## src/rtl/branch_resolve_pkg.sv

```systemverilog
// Shared encodings for branch resolution: op codes, comparator result codes,
// resolver FSM states and the redirect target calculation.
package branch_resolve_pkg;

  typedef enum logic [2:0] {
    OpNone = 3'd0,
    OpBeq  = 3'd1,
    OpBne  = 3'd2,
    OpBltu = 3'd3,
    OpBgeu = 3'd4,
    OpBgtu = 3'd5,
    OpBleu = 3'd6,
    OpJmp  = 3'd7
  } br_op_e;

  typedef enum logic [1:0] {
    BRANCH_DEFAULT = 2'b00,
    BRANCH_EQUAL   = 2'b01,
    BRANCH_LT      = 2'b10,
    BRANCH_GT      = 2'b11
  } cmp_code_e;

  typedef enum logic [0:0] {
    StIdle     = 1'b0,
    StRedirect = 1'b1
  } br_state_e;

  // Branches are PC-relative word offsets; JMP keeps the upper 4 PC bits.
  function automatic logic [31:0] calc_target(input logic [2:0]  op,
                                              input logic [31:0] pc,
                                              input logic [15:0] imm);
    logic [31:0] target;
    if (op == OpJmp) begin
      target = {pc[31:28], 10'b0, imm, 2'b00};
    end else begin
      target = pc + 32'd4 + {{14{imm[15]}}, imm, 2'b00};
    end
    return target;
  endfunction

endpackage

```

## src/rtl/branch_cond.sv

```systemverilog
// Combinational taken decision from branch op and unsigned compare result.
module branch_cond
  import branch_resolve_pkg::*;
(
  input  logic [2:0] br_op,
  input  logic [1:0] cmp_code,
  output logic       taken
);

  cmp_code_e cmp;
  logic      is_eq, is_lt, is_gt;

  assign cmp   = cmp_code_e'(cmp_code);
  assign is_eq = (cmp == BRANCH_EQUAL);
  assign is_lt = (cmp == BRANCH_LT);
  assign is_gt = (cmp == BRANCH_GT);

  // BRANCH_DEFAULT leaves all three flags low, so only JMP can be taken.
  always_comb begin
    taken = 1'b0;
    case (br_op_e'(br_op))
      OpBeq:   taken = is_eq;
      OpBne:   taken = is_lt | is_gt;
      OpBltu:  taken = is_lt;
      OpBgeu:  taken = is_eq | is_gt;
      OpBgtu:  taken = is_gt;
      OpBleu:  taken = is_eq | is_lt;
      OpJmp:   taken = 1'b1;
      default: taken = 1'b0;
    endcase
  end

endmodule

```

## src/rtl/branch_resolve.sv

```systemverilog
// Branch resolver: accepts resolved branches from ID, issues a held fetch
// redirect plus a one-cycle IF/ID flush for taken ones, and keeps statistics.
module branch_resolve
  import branch_resolve_pkg::*;
#(
  parameter int unsigned CNT_W    = 16,
  parameter logic [31:0] RESET_PC = 32'h0000_0000
) (
  input  logic             clk,
  input  logic             rst_n,
  input  logic             br_valid,
  output logic             br_ready,
  input  logic [2:0]       br_op,
  input  logic [1:0]       cmp_code,
  input  logic [31:0]      br_pc,
  input  logic [15:0]      br_imm,
  output logic             redirect_valid,
  input  logic             redirect_ready,
  output logic [31:0]      redirect_target,
  output logic             flush_ifid,
  output logic [CNT_W-1:0] br_count,
  output logic [CNT_W-1:0] taken_count
);

  br_state_e        state_q, state_d;
  logic             taken;
  logic             accept;
  logic             take;
  logic             count_en;
  logic [31:0]      target_q;
  logic             flush_q;
  logic [CNT_W-1:0] br_count_q, taken_count_q;

  branch_cond u_branch_cond (
    .br_op    (br_op),
    .cmp_code (cmp_code),
    .taken    (taken)
  );

  assign accept   = br_valid && br_ready;
  assign take     = accept && taken;
  assign count_en = accept && (br_op != OpNone);

  always_ff @(posedge clk or negedge rst_n) begin
    if (!rst_n) begin
      state_q <= StIdle;
    end else begin
      state_q <= state_d;
    end
  end

  always_comb begin
    state_d = state_q;
    unique case (state_q)
      StIdle:     if (take) state_d = StRedirect;
      StRedirect: if (redirect_ready) state_d = StIdle;
      default:    state_d = StIdle;
    endcase
  end

  always_comb begin
    br_ready       = (state_q == StIdle);
    redirect_valid = (state_q == StRedirect);
  end

  // Flush is only ever set on the acceptance edge, so it covers exactly the
  // first redirect cycle regardless of how long fetch stalls.
  always_ff @(posedge clk or negedge rst_n) begin
    if (!rst_n) begin
      target_q <= RESET_PC;
      flush_q  <= 1'b0;
    end else begin
      flush_q <= take;
      if (take) begin
        target_q <= calc_target(br_op, br_pc, br_imm);
      end
    end
  end

  always_ff @(posedge clk or negedge rst_n) begin
    if (!rst_n) begin
      br_count_q    <= '0;
      taken_count_q <= '0;
    end else begin
      if (count_en && (br_count_q != '1)) begin
        br_count_q <= br_count_q + CNT_W'(1);
      end
      if (take && (taken_count_q != '1)) begin
        taken_count_q <= taken_count_q + CNT_W'(1);
      end
    end
  end

  assign redirect_target = target_q;
  assign flush_ifid      = flush_q;
  assign br_count        = br_count_q;
  assign taken_count     = taken_count_q;

endmodule

```

## config.mk

```make
export PLATFORM = sky130hd
export DESIGN_NAME = branch_resolve
export DESIGN_NICKNAME = d
export VERILOG_FILES = /design/src/rtl/branch_resolve_pkg.sv /design/src/rtl/branch_cond.sv /design/src/rtl/branch_resolve.sv
export SDC_FILE = /design/constraint.sdc
export NUM_CORES = 1
export LEC_CHECK = 0
export ABC_CLOCK_PERIOD_IN_PS = 1830
export CAP_MARGIN = 20
export CORE_ASPECT_RATIO = 0.75
export CORE_MARGIN = 2
export CORE_UTILIZATION = 40
export CTS_BUF_LIST = sky130_fd_sc_hd__clkbuf_4
export CTS_CLUSTER_SIZE = 24
export DETAILED_ROUTE_END_ITERATION = 6
export PLACE_DENSITY = 0.67
export SLEW_MARGIN = 20
export SYNTH_ARGS = -nofsm -noshare
export SYNTH_HDL_FRONTEND = slang
export SYNTH_SLANG_ARGS = --single-unit
```

## constraint.sdc

```tcl
create_clock -name clk -period 1.83 [get_ports clk]
set_input_delay 0.366 -clock clk [delete_from_list [all_inputs] [get_ports clk]]
set_output_delay 0.366 -clock clk [all_outputs]
set_load 0.01 [all_outputs]
```

== Word level (Yosys, flattened, before mapping) ==
Cells that the tools add are included.

* Register bits after elaboration: 66
* Input bits: 57
* Word-level logic and storage cells: 36

* Reductions and logical operators: 6
* $add $sub $neg: 4
* Bitwise gates (word level): 4
* Muxes and demuxes: 5
* Equality and inequality tests: 12

{| class="wikitable"
|+ Operator list
! operator !! count
|-
| 16-bit by 1-bit adder with 16-bit output (second input constant) || 2
|-
| 32-bit by 3-bit adder with 32-bit output (second input constant) || 1
|-
| 32-bit adder || 1
|-
| 32-bit 2-to-1 mux || 1
|-
| 16-bit != test (second input constant) || 2
|-
| 3-bit equality test (second input constant) || 4
|-
| 1-bit one-hot mux with 7 select lines || 1
|-
| 3-bit by 2-bit equality test with 1-bit output (second input constant) || 2
|-
| 1-bit logical AND || 5
|-
| 2-bit equality test (second input constant) || 2
|-
| 3-bit by 1-bit equality test with 1-bit output (second input constant) || 1
|-
| 1-bit OR || 3
|-
| 3-bit nonzero test || 1
|-
| 2-bit by 1-bit equality test with 1-bit output (second input constant) || 1
|-
| 1-bit 2-to-1 mux || 2
|-
| 1-bit one-hot mux with 2 select lines || 1
|-
| 1-bit NOT || 1
|}

== Longest topological paths before layout ==
Gate-level depths: netlist (run 1).

* Depth after elaboration: 6
* Mapped depth: 14
* Gate-level depth less buffers: 14

== Modules after synthesis ==
A second synthesis (run 1) with hierarchy kept.

* Cells, all modules: 527
* Area total of the unflattened synthesis: 4,927.2 um2

{| class="wikitable"
|+ By module, submodules not included
! module !! area an instance (um2) !! cells each !! instances !! seq. area each (um2)
|-
| branch_resolve || 4,869.7 || 519 || 1 || 1,651.6
|-
| branch_cond || 57.6 || 8 || 1 || 0.0
|}

== Worst setup path after synthesis (run 1) ==
OpenSTA, ideal clock, no wires.

* Path type: input port to flip-flop
* Start: in br_pc[3]
* End: reg target_q[29], in the netlist redirect_target[29]
* Path buffers: 0
* Stages on the path: 12
* Data required time: 1.704 ns
* Data arrival time: 2.897 ns
* Slack: -1.193 ns
* Library setup time: 0.126 ns
* Cells stage by stage: ha_1 ha_1 fa_1 a211oi_2 o21bai_1 a21oi_2 o21ai_2 a221oi_4 o21ai_2 a31oi_4 xnor2_1 a221o_1

* Cells in the longest elaborated chain, start to end: 3

{| class="wikitable"
|+ Ends and longest elaborated chain
! element !! RTL line !! source
|-
| start, declared || branch_resolve.sv:15 || <nowiki>input logic [31:0] br_pc,</nowiki>
|-
| 32-bit by 3-bit adder with 32-bit output || branch_resolve_pkg.sv:36 || <nowiki>target = pc + 32'd4 + {{14{imm[15]}}, imm, 2'b00};</nowiki>
|-
| 32-bit adder || branch_resolve_pkg.sv:36 ||
|-
| 32-bit 2-to-1 mux || branch_resolve_pkg.sv:33 || <nowiki>if (op == OpJmp) begin</nowiki>
|-
| end signal, assigned || branch_resolve.sv:75 || <nowiki>target_q <= calc_target(br_op, br_pc, br_imm);</nowiki>
|-
| end, declared || branch_resolve.sv:30 || <nowiki>logic [31:0] target_q;</nowiki>
|}

No other way between the ends.
A chain may end at the register's enable or synchronous reset.

== Worst setup path after layout (run 1) ==
* Start: in br_imm[1]
* End: reg target_q[29], in the netlist redirect_target[29]

* Cells in the longest elaborated chain, start to end: 2

{| class="wikitable"
|+ Ends and longest elaborated chain
! element !! RTL line !! source
|-
| start, declared || branch_resolve.sv:16 || <nowiki>input logic [15:0] br_imm,</nowiki>
|-
| 32-bit adder || branch_resolve_pkg.sv:36 ||
|-
| 32-bit 2-to-1 mux || branch_resolve_pkg.sv:33 ||
|}

No other way between the ends.

==> results of run 1 <==
## per-layer routing
metal | vias up | global-route usage (%) | share of wire (%)
met3 | 24 | 4.71 | 4.9
li1 | 2402 | - | -
met2 | 142 | 43.2 | 49
met4 | 0 | 7.36 | 1.7
met1 | 2425 | 32.7 | 45
met5 | - | 0 | 0
## synthesized netlist by cell type, types with 4 or more instances
cell	count
or3_1	4
o21ai_0	30
nand2_1	49
xor2_1	18
nand3_1	27
inv_1	12
nor2_1	31
and3_1	12
nor2b_1	4
a21o_1	16
xnor2_1	34
dfrtp_1	66
ha_1	59
a31oi_1	5
clkbuf_1	13
nor3_1	10
a21oi_1	39
nand4_1	9
a22o_1	6
a211o_1	4
## cells in the final DEF, fill, tap and decap left out, drive strengths merged, types with 4 or more instances in the layout
cell and count:
a211o 4, a21boi 5, a21o 16, a21oi 40
a22o 6, a31oi 7, and2 4, and3 12
buf 185, clkbuf 14, clkdlybuf4s15 4, clkdlybuf4s50 58
clkinv 4, dfrtp 66, dlygate4sd2 22, dlymetal6s2s 13
ha 59, inv 12, nand2 49, nand3 27
nand4 9, nor2 31, nor2b 4, nor3 10
o21ai 33, or3 4, xnor2 34, xor2 18
## worst register-to-register path, cell delays in order (launching register included)
cell	delay, ns
dfrtp_1	0.40
ha_2	0.19
and3_4	0.19
nand3_4	0.07
or3_4	0.35
nor3b_4	0.17
nand4_1	0.18
buf_6	0.17
nor2_4	0.04
xor2_1	0.14
## metrics by stage
step | power (uW) | setup WS [ns]
CTS | 6640 | -0.754
global route | 7230 | -0.827
global placement | 5200 | -1.58
floorplan | 3540 | -0.989
finish | 6850 | -0.781
detailed placement | 5290 | -1.71
## power by group
part | switching [uW] | internal, uW
Combinational | 1630 | 2000
Sequential | 257 | 1840
Clock | 581 | 551
## registers in the layout, summed over array words and instances, names as in the netlist
name,cells
flush_ifid,1
br_count,16
redirect_valid,1
redirect_target,32
taken_count,16
## cell families (layout without fill, tap and decap cells)
logic type | Yosys count | count (layout)
xor+xnor | 52 | 52
mux | 2 | 2
flops | 66 | 66
compound gates | 138 | 138
fa+ha+maj | 60 | 60
simple gates | 159 | 159
buf+inv | 27 | 316
## worst paths after layout
kind | start | end | slack (ns) | depth (start not counted)
worst min register to register | redirect_target[1]$_DFFE_PN0P_ | redirect_target[1]$_DFFE_PN0P_ | 0.48 | 2
worst min-delay path | br_imm[13] | redirect_target[15]$_DFFE_PN0P_ | 0.24 | 3
max in group asynchronous | rst_n | br_count[12]$_DFFE_PN0P_ | 1.03 | 3
min in group asynchronous | rst_n | br_count[11]$_DFFE_PN0P_ | 0.47 | 3
worst max-delay path | br_imm[1] | redirect_target[29]$_DFFE_PN0P_ | -0.78 | 13
worst max register to register | taken_count[0]$_DFFE_PN0P_ | taken_count[11]$_DFFE_PN0P_ | -0.18 | 9
## final cells by class
| type | count | area share [%] |
|---|---|---|
| Tap cell | 162 | 2.40 |
| Inverter | 12 | 0.533 |
| Clock inverter | 7 | 1.11 |
| Multi-Input combinational cell | 411 | 46.0 |
| Timing Repair Buffer | 288 | 29.6 |
| Sequential cell | 66 | 19.6 |
| Clock buffer | 9 | 0.799 |
## repair_timing
action	in CTS	in global routing
hold buffers	1	0
endpoints found under the hold margin	66	0
buffers inserted	22	23
pin swaps	99	81
endpoints found under the setup margin	61	64
resized for setup	231	64
==> run metrics, run 1 <==
Synth Area in Simple Gates=~16%; ANT cells=0; fin crit share=143%; Final min period=roughly 2.6 ns; maximum VDD drop=0.376 mV; Worst-Margin Slew=0.374 ns; kind of end point of the critical path=register; Critical Path Fanout Max=3; wire per inst=between 15 and 20 um; Final Max Tran Viols=0; most used cell, CP=ha_4; Hold Slack=0.236 ns; # placed instances=900; startpoint types=input pin; I/O pin cnt=124; Final Non-Filler Cells=approximately 960; synthesized-area fraction occupied by adder cells=between 10% and 20%; final net count=about 910; Slowest cell on crit path=fa_2; leading post-synthesis cells by cell area=dfrtp_1 (35%), ha_1 (16%), xnor2_1 (6.3%); DRC=0; largest family of logic cells by synthesized area=compound AO/OA/AOI/OAI gates; grt ovf=0; Worst EP arrival=approximately 3 ns; Hold Crit Class=input pin to register; Total Wirelength=between 15,000 and 20,000 um; XOR/XNOR Fraction of Synth Area=9.69%; Buffers & Inverters on Critical Path=1; initial antenna violation count=0; first-pass GRT wire length=25,500 um; clock sinks=66; Tot GR Track Use=approximately 25%; post-synth top area cell=dfrtp_1; clk_lat worst skew=between 0.4 and 0.5 ns; CTS buffer count=9; top_reg_cell synth=dfrtp_1; Vias/cell=about 5.2; Seq. cell area=1660 um^2; max incr delay on CP=between 0.3 and 0.4 ns; die width=~130 um; Synth Area in Compound Gates=20.2%; GPL Wtd Cong=just under 0.9; crit path cell chain=buf_8, ha_4, ha_4, fa_2, a211oi_2, o21bai_1, a21oi_2, o21ai_2, a221oi_4, o21ai_4, a31oi_4, xnor2_1, a221o_1; die area=about 13,000 um^2; post-synthesis mux area share=less than 1%; Layout area overhead=79.7%; final-report hold violation count=0; clk root buf=clkbuf_4; Peak Freq=around 380 MHz; area of the multi-input gates=3880 um^2; leakage power=0.00410 uW; Yosys cell types=55; PwrDens=810 nW/um^2; final setup fails=35; row count=34; IO Port Bufs=approximately 120; Fill cells=between 800 and 900; Final ANT Viol Nets=0; Core Util, Final=about three quarters; worst relative slew slack=around three quarters; share of the synthesized area in the top cell type=approximately a third; number of flops mapped to enable cells by yosys=0; Clk pin slew, worst setup/hold paths=approximately 0.12 ns; Layout Skew=roughly 0.010 ns; TritonRoute pass-1 iters=4; setup_tns=-10.85 ns; post-synthesis register bit count=66; Ys Warns=0; CTS max path bufs=2; largest net degree at the start of global routing=between 60 and 70; DP HPWL=between 10,000 and 15,000 um; setup ws final=-0.781 ns; number of global-route vias before repair=roughly 5,200; RSZ-0062 raised after global routing=true; share of layout cells above drive strength 1=a little over two fifths; status=complete, but fails checks; Die H=97.9 um; Setup Crit Path Kind=input pin to register; CP Data Required Time=2.14 ns; max-cap violations=0; post-synthesis instance total=504; CTS tree=yes; mapped cell area=approximately 4700 um^2; Initial Util=between 40% and 50%; Mean Syn Cell Area=between 9 and 10 um^2; net count after synthesis=around 620; dpl cell area=7400 um^2; delay-heaviest family, CP=compound AO/OA/AOI/OAI gates; Core Region=11,500 um^2; failing checks=setup timing; Max H-tree Level=3; register area share after synthesis=a little over a third; vias post-DR=~5,000; Post-synth ARST share=100%; Initial DRC Count=roughly 270; cell area after layout=around 8500 um^2
(Power assumes the default switching activity.)
==> inputs of run 2 (changes only) <==
GPL_TIMING_DRIVEN = 0   (was unset)
==> run 2 against run 1 <==
Compared with the run above: the flow still finishes with violations (setup timing); clock skew rose by 0.016 ns; global-route usage shrank 1.1 points; maximum frequency is 0.31% lower; via count down 3.9%; total power about the same; non-clock buffer count is 72 lower; critical path type unchanged; critical endpoint unchanged.
==> run metrics, run 2 (same netlist as run 1, synthesis figures left out) <==
status=complete, but fails checks; failing checks=setup timing; GPL Wtd Cong=0.862 (-3.3%); final-report hold violation count=0 (unchanged); kind of end point of the critical path=register; sw power=2420 uW (-2.0%); CTS buffer count=9 (unchanged); Buffers & Inverters on Critical Path=1 (unchanged); clk_lat worst skew=0.45 ns (+0.03 ns); largest net degree at the start of global routing=38 (-43%); Slowest cell on crit path=fa_2; Final Non-Filler Cells=883 (-7.5%); RSZ-0062 raised after global routing=true; DRC=0 (unchanged); commonest non-fill, non-tap cell in the layout=buf_4; Vias/cell=5.43 (+3.9%); Setup Crit Path Kind=input pin to register; Fill cells=862 (+4.9%); crit path cell chain=buf_8, ha_4, ha_4, fa_2, a211oi_2, o21bai_1, a21oi_2, o21ai_2, a221oi_4, o21ai_4, a31oi_4, xnor2_2, a221o_1; TritonRoute pass-1 iters=6 (+2); DP HPWL=10,200 um (-12%); area of the multi-input gates=3890 um^2 (+0.16%); initial antenna violation count=0 (unchanged); vias post-DR=4,796 (-3.9%); Final Max Tran Viols=0 (unchanged); Clock Power Share=19.4% (+2.9 points); Tot GR Track Use=24.2% (-1.1 points); # placed instances=790 (-12%); final net count=833 (-8.0%); Core Region=11,500 um^2 (unchanged); startpoint types=input pin; Sw Share=35.4% (-0.68 points); Flop pwr share=30.6% (about the same); WHS Path Cells=3 (unchanged); Critical Path Fanout Max=3 (unchanged); wire per inst=17.7 um (+2.6%); Core Util, Final=68.8% (-4.5 points); Final min period=2.62 ns (+0.00817 ns); Die H=97.9 um (unchanged); first-pass GRT wire length=24,300 um (-4.8%); combinational share of power=50.0% (-2.9 points); PwrDens=863 nW/um^2 (+6.5%); CP Data Required Time=2.16 ns (+0.02 ns); leakage power=0.00367 uW (-10%); Clk pin slew, worst setup/hold paths=0.13 ns (about the same); worst relative slew slack=62.6% (-12 points); Peak Freq=382 MHz (-0.31%); Seq. cell area=1660 um^2 (unchanged); Worst-Margin Slew=0.561 ns (+0.187 ns); clk root buf=clkbuf_4; max incr delay on CP=0.37 ns (about the same); ANT cells=0 (unchanged); die width=129 um (unchanged); Worst EP arrival=2.95 ns (+0.03 ns); most used cell, CP=ha_4; delay-heaviest family, CP=compound AO/OA/AOI/OAI gates; internal power=4420 uW (+0.96%); I/O pin cnt=124 (unchanged); Initial Util=40.8% (unchanged); IO Port Bufs=123 (unchanged); max-cap violations=0 (unchanged); CTS max path bufs=2 (unchanged); worst reg2reg setup slack=-0.23 ns (-0.05 ns); maximum VDD drop=0.454 mV (+21%); Layout Skew=0.0260 ns (+0.0156 ns); Total Wirelength=15,600 um (-5.1%); grt ovf=0 (unchanged); CTS tree=yes; Hold Crit Class=input pin to register; worst r2r path cells=9 (unchanged); Max H-tree Level=3 (unchanged); leading cell types in the layout, fill and taps excluded=buf_4 (71), clkdlybuf4s50_1 (64), dfrtp_1 (62); max reg flops=32 (unchanged); setup ws final=-0.789 ns (-0.00817 ns); final setup fails=35 (unchanged); share of layout cells above drive strength 1=35.8% (-7.3 points); Levels on crit path=13 (unchanged); Layout area overhead=68.6%; die area=12,600 um^2 (unchanged); fin crit share=143% (+0.45 points); Initial DRC Count=321 (+20%); Final ANT Viol Nets=0 (unchanged); number of global-route vias before repair=4,785 (-8.2%); row count=34 (unchanged); clock sinks=66 (unchanged)
-- run 2: cell types whose count changed in the layout (fill, tap and decap cells not counted), moves of 4 or more --
cell and change:
buf_6 -8, ha_4 +4, clkdlybuf4s15_1 +4, ha_1 -5, buf_2 -6, clkdlybuf4s50_1 +6
o21ai_0 +4, dlygate4sd2_1 -5, buf_4 -72
-- run 2: layer usage --
metal	vias up	global-route usage (%)	wire length (um)
met2	146	39.0	7370
met4	0	5.69	215
met5	-	0	0
met1	2352	33.7	7160
met3	20	4.44	888
li1	2278	-	-
-- run 2: timing repair --
action                     4_1_cts  5_1_grt
cloned                           1        0
setup buffers                   62       28
hold endpoints to repair        29        0
pin swaps                       86       50
setup endpoints to repair       69       70
hold buffers                     1        0
gates resized for setup        220       65
-- run 2: worst min-delay path, delay by kind of cell --
| kind | cells | cell delay (ns) |
|---|---|---|
| buffers and inverters | 1 | 0.10 |
| AO/OA/AOI/OAI | 1 | 0.07 |
| AND/OR/NAND/NOR | 1 | 0.05 |
-- run 2: stage by stage --
step                cell area, um^2  total power [uW]  setup WS (ns)  TNS (ns)  hold WS, ns
finish                         7930              6840         -0.789    -12.25        0.194
global route                   7930              7240         -0.818    -15.17        0.177
CTS                            7560              6650         -0.780     -9.87        0.166
detailed placement             6480              4840          -1.91    -71.60        0.328
global placement               6460              4780          -2.16   -190.77        0.453
floorplan                      5030              3540         -0.989    -14.68       0.0704
-- run 2: power by group through the flow --
stage	clock network, uW	registers (uW)	logic, uW
finish	1330	2090	3420
detailed placement	0	2160	2680
global route	1420	2140	3690
global placement	0	2150	2630
floorplan	0	2300	1230
CTS	1350	2100	3200
-- run 2: final timing paths --
check                                             endpoint                            from
max reg2reg                    taken_count[15]$_DFFE_PN0P_      taken_count[1]$_DFFE_PN0P_
min reg2reg                 redirect_target[0]$_DFFE_PN0P_  redirect_target[0]$_DFFE_PN0P_
min in group asynchronous         br_count[11]$_DFFE_PN0P_                           rst_n
max                        redirect_target[29]$_DFFE_PN0P_                       br_imm[1]
max in group asynchronous  redirect_target[14]$_DFFE_PN0P_                           rst_n
min                         redirect_target[3]$_DFFE_PN0P_                       br_imm[1]
-- run 2: layout make-up --
class	instances	share of cell area, %
buffer	12	1.10
clock buffer	9	0.852
tap	162	2.56
multi-input combinational	411	49.1
sequential	66	20.9
clock inverter	7	1.58
inverter	12	0.568
timing repair buffer	204	23.4
==> inputs of run 3 (changes only) <==
REMOVE_ABC_BUFFERS = 1   (was unset)
==> run 3 against run 2 <==
Compared with the run above: the flow still finishes with violations (setup timing); global-route usage is 0.32 points higher; routed wire length is 2.5% higher; total power is 1.4% lower; non-clock buffer count is 2 lower; hold slack worse by 0.046 ns; clock-buffer cell count stayed put; die area stayed put; register-to-register slack better by 0.06 ns; maximum frequency is 0.72% lower; cell area is 0.33% higher; largest power group unchanged.
==> run metrics, run 3 (same netlist as run 1, synthesis figures left out) <==
Clk pin slew, worst setup/hold paths=0.14 ns (about the same); combinational share of power=50.9% (+0.9 points); leakage power=0.00361 uW (-1.6%); IO Port Bufs=123 (unchanged); die area=12,600 um^2 (unchanged); Initial DRC Count=285 (-11%); final-report hold violation count=0 (unchanged); Fill cells=861 (-0.12%); share of layout cells above drive strength 1=37.6% (+1.9 points); Worst EP arrival=2.98 ns (+0.03 ns); Core Util, Final=69.0% (+0.23 points); CTS max path bufs=2 (unchanged); wire per inst=18.2 um (+2.6%); clock sinks=66 (unchanged); Max H-tree Level=3 (unchanged); Total Wirelength=16,000 um (+2.5%); PwrDens=848 nW/um^2 (-1.8%); Vias/cell=5.43 (about the same); row count=34 (unchanged); Core Region=11,500 um^2 (unchanged); Worst-Margin Slew=0.714 ns (+0.153 ns); crit path from=br_imm[1]; sw power=2460 uW (+1.7%); # placed instances=776 (-1.8%); vias post-DR=4,793 (-0.063%); Layout Skew=0.0192 ns (-0.00684 ns); DP HPWL=9540 um (-6.5%); status=complete, but fails checks; TritonRoute pass-1 iters=5 (-1); Min-Delay Startpoint=br_imm[1]; max-cap violations=0 (unchanged); internal power=4280 uW (-3.1%); fin crit share=144% (+1.0 points); commonest non-fill, non-tap cell in the layout=buf_4; Initial Util=40.8% (unchanged); DRC=0 (unchanged); clk_lat worst skew=0.46 ns (about the same); failing checks=setup timing; Final Max Tran Viols=0 (unchanged); Sw Share=36.5% (+1.1 points); Flop pwr share=31.1% (+0.5 points); I/O pin cnt=124 (unchanged); Hold Crit Class=input pin to register; first-pass GRT wire length=24,600 um (+1.1%); CP Data Required Time=2.17 ns (about the same); initial antenna violation count=0 (unchanged); number of global-route vias before repair=4,828 (+0.90%); cell area after layout=7960 um^2 (+0.33%); setup ws final=-0.808 ns (-0.0189 ns); Critical Path Fanout Max=3 (unchanged); startpoint types=input pin; RSZ-0062 raised after global routing=true; Final min period=2.64 ns (+0.0189 ns); final setup fails=34 (-2.9%); leading cell types in the layout, fill and taps excluded=buf_4 (77), clkdlybuf4s50_1 (65), dfrtp_1 (62); worst relative slew slack=52.4% (-10 points); clk root buf=clkbuf_4; CTS tree=yes; dpl cell area=6140 um^2 (-5.3%); Layout area overhead=69.2%; setup_tns=-10.80 ns (+1.45 ns); die width=129 um (unchanged); final net count=832 (-0.12%); Clock Power Share=18.0% (-1.4 points); Final ANT Viol Nets=0 (unchanged); max reg flops=32 (unchanged); Peak Freq=379 MHz (-0.72%); FF-to-FF Start=redirect_valid$_DFF_PN0_; Setup Crit Path Kind=input pin to register; ANT cells=0 (unchanged); Die H=97.9 um (unchanged); GPL Wtd Cong=0.845 (-2.0%); CTS buffer count=9 (unchanged); kind of end point of the critical path=register; maximum VDD drop=0.499 mV (+9.9%); Hold Slack=0.148 ns (-0.0465 ns); grt ovf=0 (unchanged); largest net degree at the start of global routing=40 (+5.3%); Final Non-Filler Cells=882 (-0.11%); Tot GR Track Use=24.5% (+0.32 points)
[run 3: changes by cell type in the layout (fill, tap and decap cells not counted), sizes merged, moves of 3 or more]
cell / previous run / this run
dlymetal6s2s: 14 / 9
clkinvlp: 0 / 3
clkbuf: 24 / 12
buf: 96 / 109
[run 3: worst max-delay path: stages]
cell      delay, ns
buf_8          0.10
ha_4           0.23
ha_4           0.16
fa_2           0.36
a211oi_4       0.27
o21bai_1       0.14
a21oi_2        0.23
o21ai_2        0.13
a221oi_4       0.37
o21ai_4        0.12
buf_4          0.16
xor2_2         0.14
a22o_1         0.20
[run 3: per-stage QoR]
stage               setup slack (ns)  power (uW)
global route                  -0.843        7140
global placement               -6.11        4620
detailed placement             -2.16        4700
floorplan                      -2.83        3410
CTS                           -0.746        6510
finish                        -0.808        6740
[run 3: path summary, 6_finish.rpt]
check / to / slack, ns / depth (start not counted)
max in group asynchronous: br_count[12]$_DFFE_PN0P_ / 0.89 / 3
hold reg to reg: redirect_target[0]$_DFFE_PN0P_ / 0.48 / 2
hold / removal: redirect_target[3]$_DFFE_PN0P_ / 0.15 / 3
setup / recovery: redirect_target[21]$_DFFE_PN0P_ / -0.81 / 13
min in group asynchronous: taken_count[5]$_DFFE_PN0P_ / 0.36 / 2
setup reg to reg: redirect_target[25]$_DFFE_PN0P_ / -0.17 / 8
[run 3: timing repair]
item                                    4_1_cts  5_1_grt
pin swaps                                    72       58
hold buffers                                  1        0
gates resized for setup                     275       62
setup buffers                                68       21
endpoints found under the setup margin       77       59
endpoints found under the hold margin        27        0
gates cloned                                  2        0
[run 3: area by class of cell]
cell class,instances,area [um^2],area share [%]
clock inverters,7,101,1.27
clock buffers,9,67.6,0.849
multi-input cells,412,3910,49.1
inverters,12,51.3,0.645
repair buffers,214,1970,24.7
flip-flops and latches,66,1660,20.8
well taps,162,203,2.55
[run 3: layer usage]
layer  up-vias  GRT usage (%)  routed length, um
met5         -              0                  0
met4         0           7.19                328
met3        31           5.04                827
met2       149           40.2               7640
met1      2353           32.7               7230
li1       2260              -                  -
[run 3: power by group through the flow]
stage               Clock (uW)  Sequential [uW]  Combinational (uW)
global route              1310             2150                3680
CTS                       1230             2100                3170
finish                    1220             2090                3430
floorplan                    0             2300                1110
global placement             0             2150                2480
detailed placement           0             2170                2530
